`src/rtl/bus_arbiter_rr.sv`:
```
// ---------------------------------------------------------------------------
// bus_arbiter_rr
//
// Arbitrates between NUM_MST cache-side masters and hands one cache-line
// transaction at a time to the AXI interface controller. The winner's
// direction, address and write line are latched. A one-cycle request strobe
// is issued to the interface. The block then waits for the matching
// completion pulse and returns a one-cycle ready pulse, plus the read line
// for reads, to the owning master. A master may cancel its own outstanding
// transaction. The bus side still completes, but the response is dropped.
// An optional completion timeout ends the wait early and reports an error.
//
// Ports:
//   clk, rst        clock, synchronous active-high reset
//   mst_req_i       per-master request level (held until ready)
//   mst_rw_i        per-master direction, 1 = read, 0 = write
//   mst_addr_i      packed addresses, master k at [k*ADDR_W +: ADDR_W]
//   mst_wdata_i     packed write lines, master k at [k*LINE_W +: LINE_W]
//   mst_cancel_i    per-master cancel (drops the owner's response)
//   mst_ready_o     one-hot, one-cycle completion pulse
//   mst_rdata_o     last read line, valid with the ready pulse
//   mst_err_o       timeout error, valid with the ready pulse
//   bc_valid_req_o  one-cycle request strobe to the interface
//   bc_rw_o         latched direction to the interface
//   bc_addr_o       latched address to the interface
//   bc_data_o       latched write line to the interface (0 for reads)
//   axi_data_i      read line from the interface
//   axi_rd_over_i   read-complete pulse
//   axi_wr_over_i   write-complete pulse
//   busy_o          high whenever a transaction is in progress
//
// Handshake: a master presents mst_req_i with stable rw/addr/wdata and
// keeps it up until it sees its mst_ready_o bit. On the interface side,
// bc_valid_req_o is a single-cycle strobe. Completion is a single-cycle
// axi_*_over_i pulse of the matching direction.
// ---------------------------------------------------------------------------
module bus_arbiter_rr #(
    parameter int NUM_MST   = 3,
    parameter int ADDR_W    = 32,
    parameter int LINE_W    = 128,
    parameter int PRIO_MODE = 1,
    parameter int TIMEOUT   = 255
) (
    input  logic                      clk,
    input  logic                      rst,
    input  logic [NUM_MST-1:0]        mst_req_i,
    input  logic [NUM_MST-1:0]        mst_rw_i,
    input  logic [NUM_MST*ADDR_W-1:0] mst_addr_i,
    input  logic [NUM_MST*LINE_W-1:0] mst_wdata_i,
    input  logic [NUM_MST-1:0]        mst_cancel_i,
    output logic [NUM_MST-1:0]        mst_ready_o,
    output logic [LINE_W-1:0]         mst_rdata_o,
    output logic                      mst_err_o,
    output logic                      bc_valid_req_o,
    output logic                      bc_rw_o,
    output logic [ADDR_W-1:0]         bc_addr_o,
    output logic [LINE_W-1:0]         bc_data_o,
    input  logic [LINE_W-1:0]         axi_data_i,
    input  logic                      axi_rd_over_i,
    input  logic                      axi_wr_over_i,
    output logic                      busy_o
);

    localparam int IDX_W = (NUM_MST > 1) ? $clog2(NUM_MST) : 1;
    localparam int CNT_W = (TIMEOUT > 0) ? $clog2(TIMEOUT + 1) : 1;
    localparam bit TO_EN = (TIMEOUT != 0);

    localparam logic [IDX_W:0]   NUM_L    = (IDX_W + 1)'(NUM_MST);
    localparam logic [IDX_W-1:0] LAST_IDX = IDX_W'(NUM_MST - 1);
    localparam logic [CNT_W-1:0] CNT_MAX  = '1;
    localparam logic [CNT_W-1:0] CNT_LAST = CNT_W'(TIMEOUT - 1);

    typedef enum logic [1:0] {
        S_IDLE  = 2'd0,
        S_ISSUE = 2'd1,
        S_WAIT  = 2'd2,
        S_DONE  = 2'd3
    } state_e;

    state_e             state_q, state_d;
    logic [IDX_W-1:0]   ptr_q, ptr_d;
    logic [IDX_W-1:0]   owner_q, owner_d;
    logic               drop_q, drop_d;
    logic               err_q, err_d;
    logic [CNT_W-1:0]   cnt_q, cnt_d;
    logic               rw_q, rw_d;
    logic [ADDR_W-1:0]  addr_q, addr_d;
    logic [LINE_W-1:0]  data_q, data_d;
    logic [LINE_W-1:0]  rdata_q, rdata_d;

    logic [NUM_MST-1:0] elig;
    logic [IDX_W-1:0]   base;
    logic [IDX_W:0]     cand;
    logic [IDX_W-1:0]   win;
    logic               any_elig;
    logic               sel_rw;
    logic [ADDR_W-1:0]  sel_addr;
    logic [LINE_W-1:0]  sel_data;
    logic               bus_done;
    logic               own_cancel;

    // Winner search. Candidates are visited from the last position in
    // search order down to the first, so the first eligible one in search
    // order is the last assignment to stick.
    always_comb begin
        elig     = mst_req_i & ~mst_cancel_i;
        base     = (PRIO_MODE != 0) ? ptr_q : '0;
        cand     = '0;
        win      = '0;
        any_elig = 1'b0;
        for (int i = NUM_MST - 1; i >= 0; i--) begin
            cand = {1'b0, base} + (IDX_W + 1)'(i);
            if (cand >= NUM_L) begin
                cand = cand - NUM_L;
            end
            if (elig[cand[IDX_W-1:0]]) begin
                win      = cand[IDX_W-1:0];
                any_elig = 1'b1;
            end
        end
    end

    always_comb begin
        sel_rw   = 1'b0;
        sel_addr = '0;
        sel_data = '0;
        for (int k = 0; k < NUM_MST; k++) begin
            if (win == IDX_W'(k)) begin
                sel_rw   = mst_rw_i[k];
                sel_addr = mst_addr_i[k*ADDR_W +: ADDR_W];
                sel_data = mst_wdata_i[k*LINE_W +: LINE_W];
            end
        end
    end

    // Only the completion pulse matching the latched direction counts.
    assign bus_done   = (rw_q & axi_rd_over_i) | (~rw_q & axi_wr_over_i);
    assign own_cancel = mst_cancel_i[owner_q];

    always_comb begin
        state_d = state_q;
        ptr_d   = ptr_q;
        owner_d = owner_q;
        drop_d  = drop_q;
        err_d   = err_q;
        cnt_d   = cnt_q;
        rw_d    = rw_q;
        addr_d  = addr_q;
        data_d  = data_q;
        rdata_d = rdata_q;
        case (state_q)
            S_IDLE: begin
                if (any_elig) begin
                    state_d = S_ISSUE;
                    owner_d = win;
                    rw_d    = sel_rw;
                    addr_d  = sel_addr;
                    data_d  = sel_rw ? '0 : sel_data;
                    drop_d  = 1'b0;
                    err_d   = 1'b0;
                    cnt_d   = '0;
                end
            end
            S_ISSUE: begin
                state_d = S_WAIT;
                if (own_cancel) drop_d = 1'b1;
            end
            S_WAIT: begin
                if (own_cancel) drop_d = 1'b1;
                // Saturating counter: never wraps back into range.
                if (cnt_q != CNT_MAX) cnt_d = cnt_q + 1'b1;
                // Completion is checked first so it beats a same-cycle timeout.
                if (bus_done) begin
                    state_d = S_DONE;
                    if (rw_q) rdata_d = axi_data_i;
                end else if (TO_EN && (cnt_q == CNT_LAST)) begin
                    // This is the TIMEOUT-th wait cycle.
                    err_d   = 1'b1;
                    state_d = S_DONE;
                end
            end
            S_DONE: begin
                state_d = S_IDLE;
                ptr_d   = (owner_q == LAST_IDX) ? '0 : owner_q + 1'b1;
            end
            default: state_d = S_IDLE;
        endcase
    end

    always_ff @(posedge clk) begin
        if (rst) begin
            state_q <= S_IDLE;
            ptr_q   <= '0;
            owner_q <= '0;
            drop_q  <= 1'b0;
            err_q   <= 1'b0;
            cnt_q   <= '0;
            rw_q    <= 1'b0;
            addr_q  <= '0;
            data_q  <= '0;
            rdata_q <= '0;
        end else begin
            state_q <= state_d;
            ptr_q   <= ptr_d;
            owner_q <= owner_d;
            drop_q  <= drop_d;
            err_q   <= err_d;
            cnt_q   <= cnt_d;
            rw_q    <= rw_d;
            addr_q  <= addr_d;
            data_q  <= data_d;
            rdata_q <= rdata_d;
        end
    end

    always_comb begin
        mst_ready_o = '0;
        if (state_q == S_DONE && !drop_q) mst_ready_o[owner_q] = 1'b1;
    end

    assign mst_err_o      = (state_q == S_DONE) & ~drop_q & err_q;
    assign mst_rdata_o    = rdata_q;
    assign bc_valid_req_o = (state_q == S_ISSUE);
    assign bc_rw_o        = rw_q;
    assign bc_addr_o      = addr_q;
    assign bc_data_o      = data_q;
    assign busy_o         = (state_q != S_IDLE);

endmodule

```
`config.mk`:
```
export PLATFORM = sky130hd
export DESIGN_NAME = bus_arbiter_rr
export DESIGN_NICKNAME = d
export VERILOG_FILES = /design/src/rtl/bus_arbiter_rr.sv
export SDC_FILE = /design/constraint.sdc
export NUM_CORES = 1
export LEC_CHECK = 0
export ABC_CLOCK_PERIOD_IN_PS = 3290
export BUFFER_PORTS_ARGS = -buffer_cell sky130_fd_sc_hd__buf_2
export CAP_MARGIN = 20
export CORE_AREA = 2 2 353 355
export DETAILED_ROUTE_END_ITERATION = 12
export DIE_AREA = 0 0 355 357
export GPL_TIMING_DRIVEN = 0
export PLACE_DENSITY = 0.34
export SYNTH_ARGS = -nofsm -noshare
export SYNTH_HDL_FRONTEND = slang
export SYNTH_SLANG_ARGS = --single-unit
```
`constraint.sdc`:
```
create_clock -name clk -period 3.29 [get_ports clk]
set_clock_uncertainty 0.1 [all_clocks]
set_input_delay 0.329 -clock clk [delete_from_list [all_inputs] [get_ports clk]]
set_output_delay 0.329 -clock clk [all_outputs]
set_load 0.01 [all_outputs]
```
==> flow_summary.toml <==
[logic_synthesis]
synthAdderAreaFrac_pct = 0.787
synth_compound_area_share_pct = 29.1
synth-async-reset-ratio_pct = 0
synth_cells = 1790
synthSimpleGateAreaFrac_pct = 14.7
syn_avg_cell_area_um2 = 7.99
netlist_area_um2 = 14300
ys_seq_area_share_pct = 42.7
ys.flop_type = "dfxtp_1"
yosys.area_share.xor_xnor_pct = 0
synth_warnings = 0
ys_ff_latch = 305
muxShareOfSynthArea_pct = 5.60
synth_edf_count = 0
synth_top_family_by_area = "compound AO/OA/AOI/OAI gates"
syn_nets = 2420
yosysUniqueCellTypes = 53

[floorplan]
initial_core_util_pct = 11.6
dieArea_um2 = 127000
rows = 129
dieWidth_um = 355
pin_count = 916
core_area_um2 = 123000
die_h_um = 357

[worst_setup_path]
critPathCaptureType = "register"
cp-start-kind = "register"
required_ps = 3680
crit_type = "reg -> reg"
cp_max_fo = 11
crit_arrival_ps = 3540

[sta]
max_clock_freq_ghz = 0.317
slew_violations = 0
max-slew-margin-rel_pct = 31.3
period_share_pct = 95.9
finalSetupViolations = 0
setup_ws_ps = 136
min_period_ps = 3150
fin_hold_ws_ps = 27.2
tightest_slew_ps = 1030
hold_violations = 0
grt_setup_unrepaired = "yes"

[routing]
num_vias = 18900
route.detailed.drc = 0
drt_wl_total_um = 99800
ant_nets = 0
wire_per_inst_um = 20.4
first_pass_iters = 5
detail_route.vias_per_cell = 3.87
drt-initial-drc-count = 856

[global_routing]
antenna_found_initial = 23
grt_overflow_total = 0
grt_usage_pct = 14.9
grt_pass1_wl_um = 137000
grt_pass1_vias = 19700
grt_max_degree = 12

[clock_tree]
cts_tree = "yes"
clk_latency_ps = 600
clk_path_buf_depth = 3
h-tree-depth = 2
clkSlewWorstSetupHoldPaths_ps = 60
clockRootBuffer = "clkbuf_16"
cts_made_buffers = 42
cts_num_sinks = 305

[power_and_ir_drop]
combPwrFrac_pct = 31.4
total_power_w = 0.0133
swShare_pct = 35.3
p_int_w = 0.00862
p_leak_nw = 12.0
vdd_drop_max_mv = 0.283
seqPwrFrac_pct = 32.7
clock_power_share_pct = 35.9
switchingPower_w = 0.00470
p_per_area_nw_per_um2 = 491

[placed_design]
dpl_worst_slack_ps = -862
port_buffers = 915
place_inst = 4346
hpwl_um = 79400
place_congestion = 0.867

[run_status]
status = "finished, final reports clean"

[finish]
layout_commonest_cell = "buf_2"
syn_to_final_growth_pct = 89.7
final_cell_mix = "951 x buf_2, 453 x dlygate4sd3_1, 355 x nand2_1, 305 x dfxtp_1, 205 x a21oi_1"
num-nets-final = 3836
drive_gt1_share_pct = 33.7
stdcell_count = 4886

[flow_run]
cap_violations = 0

[worst_hold_path]
hp-class = "in -> reg"
[sequential cells by signal (all words and copies together) (netlist names), 2 cells and up]
register and flops:
mst_rdata_o 128, bc_addr_o 32, cnt_q 8, base 2, owner_q 2, state_q 2, bc_data_o 128
[logic make-up (layout without fill, tap and decap cells)]
logic type	count (synthesis)	in the layout
AO/OA/AOI/OAI	638	638
AND/OR/NAND/NOR	504	504
buffers and inverters	254	1700
flip-flops	305	305
multiplexers	80	80
other	0	13
adder cells (fa/ha/maj)	9	9
[layer usage]
| layer | GRT usage (%) | part of all wire, % | vias up |
|---|---|---|---|
| li1 | - | - | 9201 |
| met1 | 17.2 | 41 | 8895 |
| met2 | 25.6 | 48 | 658 |
| met3 | 3.80 | 6.5 | 148 |
| met4 | 6.75 | 4.3 | 6 |
| met5 | 0 | 0.038 | - |
[metrics by stage]
stage                     setup TNS (ps)  cell area [µm²]  util [%]
after floorplan                        0            14300         -
after global placement           -113000            20900      17.0
after detailed placement          -54550            21000      17.1
after CTS                           -208            27000      21.9
after global routing                -101            27100      22.1
final                                  0            27100      22.1
[path summary, 6_finish.rpt]
kind              startpoint             to  slack (ps)  depth (start not counted)
min          mst_wdata_i[38]  bc_data_o[38]          30                          3
max reg2reg          base[0]  bc_data_o[13]         140                         12
max                  base[0]  bc_data_o[13]         140                         12
min reg2reg    bc_data_o[15]  bc_data_o[15]         350                          2
[synth_stat cells, types with 2 or more instances]
| master | n | area [µm²] |
|---|---|---|
| nand2_1 | 357 | 1340 |
| dfxtp_1 | 305 | 6110 |
| a21oi_1 | 205 | 1030 |
| clkbuf_1 | 111 | 417 |
| o21ai_0 | 105 | 526 |
| inv_1 | 86 | 323 |
| mux2i_1 | 80 | 801 |
| o31a_1 | 78 | 683 |
| o22ai_1 | 76 | 475 |
| nor2_1 | 71 | 267 |
| buf_2 | 48 | 240 |
| o31ai_1 | 36 | 270 |
| a2111oi_0 | 32 | 280 |
| a21o_1 | 32 | 240 |
| a31o_1 | 31 | 272 |
| a221oi_1 | 20 | 175 |
| nor2b_1 | 20 | 125 |
| buf_1 | 9 | 33.8 |
| ha_1 | 9 | 113 |
| nand3_1 | 9 | 45.0 |
| and3_1 | 6 | 37.5 |
| nand4_1 | 6 | 37.5 |
| nor3_1 | 6 | 30.0 |
| a211o_1 | 4 | 35.0 |
| nand2b_1 | 4 | 25.0 |
| nand3b_1 | 4 | 30.0 |
| and2_1 | 3 | 18.8 |
| nor3b_1 | 3 | 22.5 |
| or3_1 | 3 | 18.8 |
| a2111o_1 | 2 | 22.5 |
| a31o_2 | 2 | 17.5 |
| and2b_1 | 2 | 15.0 |
| nor4bb_1 | 2 | 20.0 |
| o211ai_1 | 2 | 15.0 |
| o21a_1 | 2 | 15.0 |
| or2_2 | 2 | 12.5 |
[worst max-delay path, stage by stage (launching register included)]
cell	delay [ps]
dfxtp_1	360
inv_1	60
ha_2	330
and3_1	220
a41oi_1	210
o31ai_2	140
buf_2	180
or2_1	230
clkbuf_1	160
buf_6	210
clkbuf_4	220
o31a_1	360
o22ai_4	230
[repair_timing]
| item | in CTS | in global routing |
|---|---|---|
| endpoints found under the hold margin | 255 | 1 |
| endpoints found under the setup margin | 150 | 150 |
| setup buffers | 2 | 0 |
| pin swaps | 1 | 0 |
| hold buffers | 451 | 2 |
| resized for setup | 32 | 58 |
[final cells by class]
type	instances	area (µm²)
multi-input cells	1231	7300
diodes	13	32.5
inverters	86	323
fillers	13900	95800
clock buffers	60	1250
repair buffers	1374	9170
clock inverters	14	154
well taps	1637	2050
flip-flops and latches	305	6110
plain buffers	166	763
[power by group through the flow]
stage	Clock, W	Combinational [W]	Sequential, W
floorplan	0	0.00153	0.00456
CTS	0.00500	0.00419	0.00435
detailed placement	0	0.00370	0.00442
global placement	0	0.00372	0.00442
global route	0.00510	0.00451	0.00439
finish	0.00479	0.00418	0.00435
Note: power is estimated with default switching activity, not from simulation.
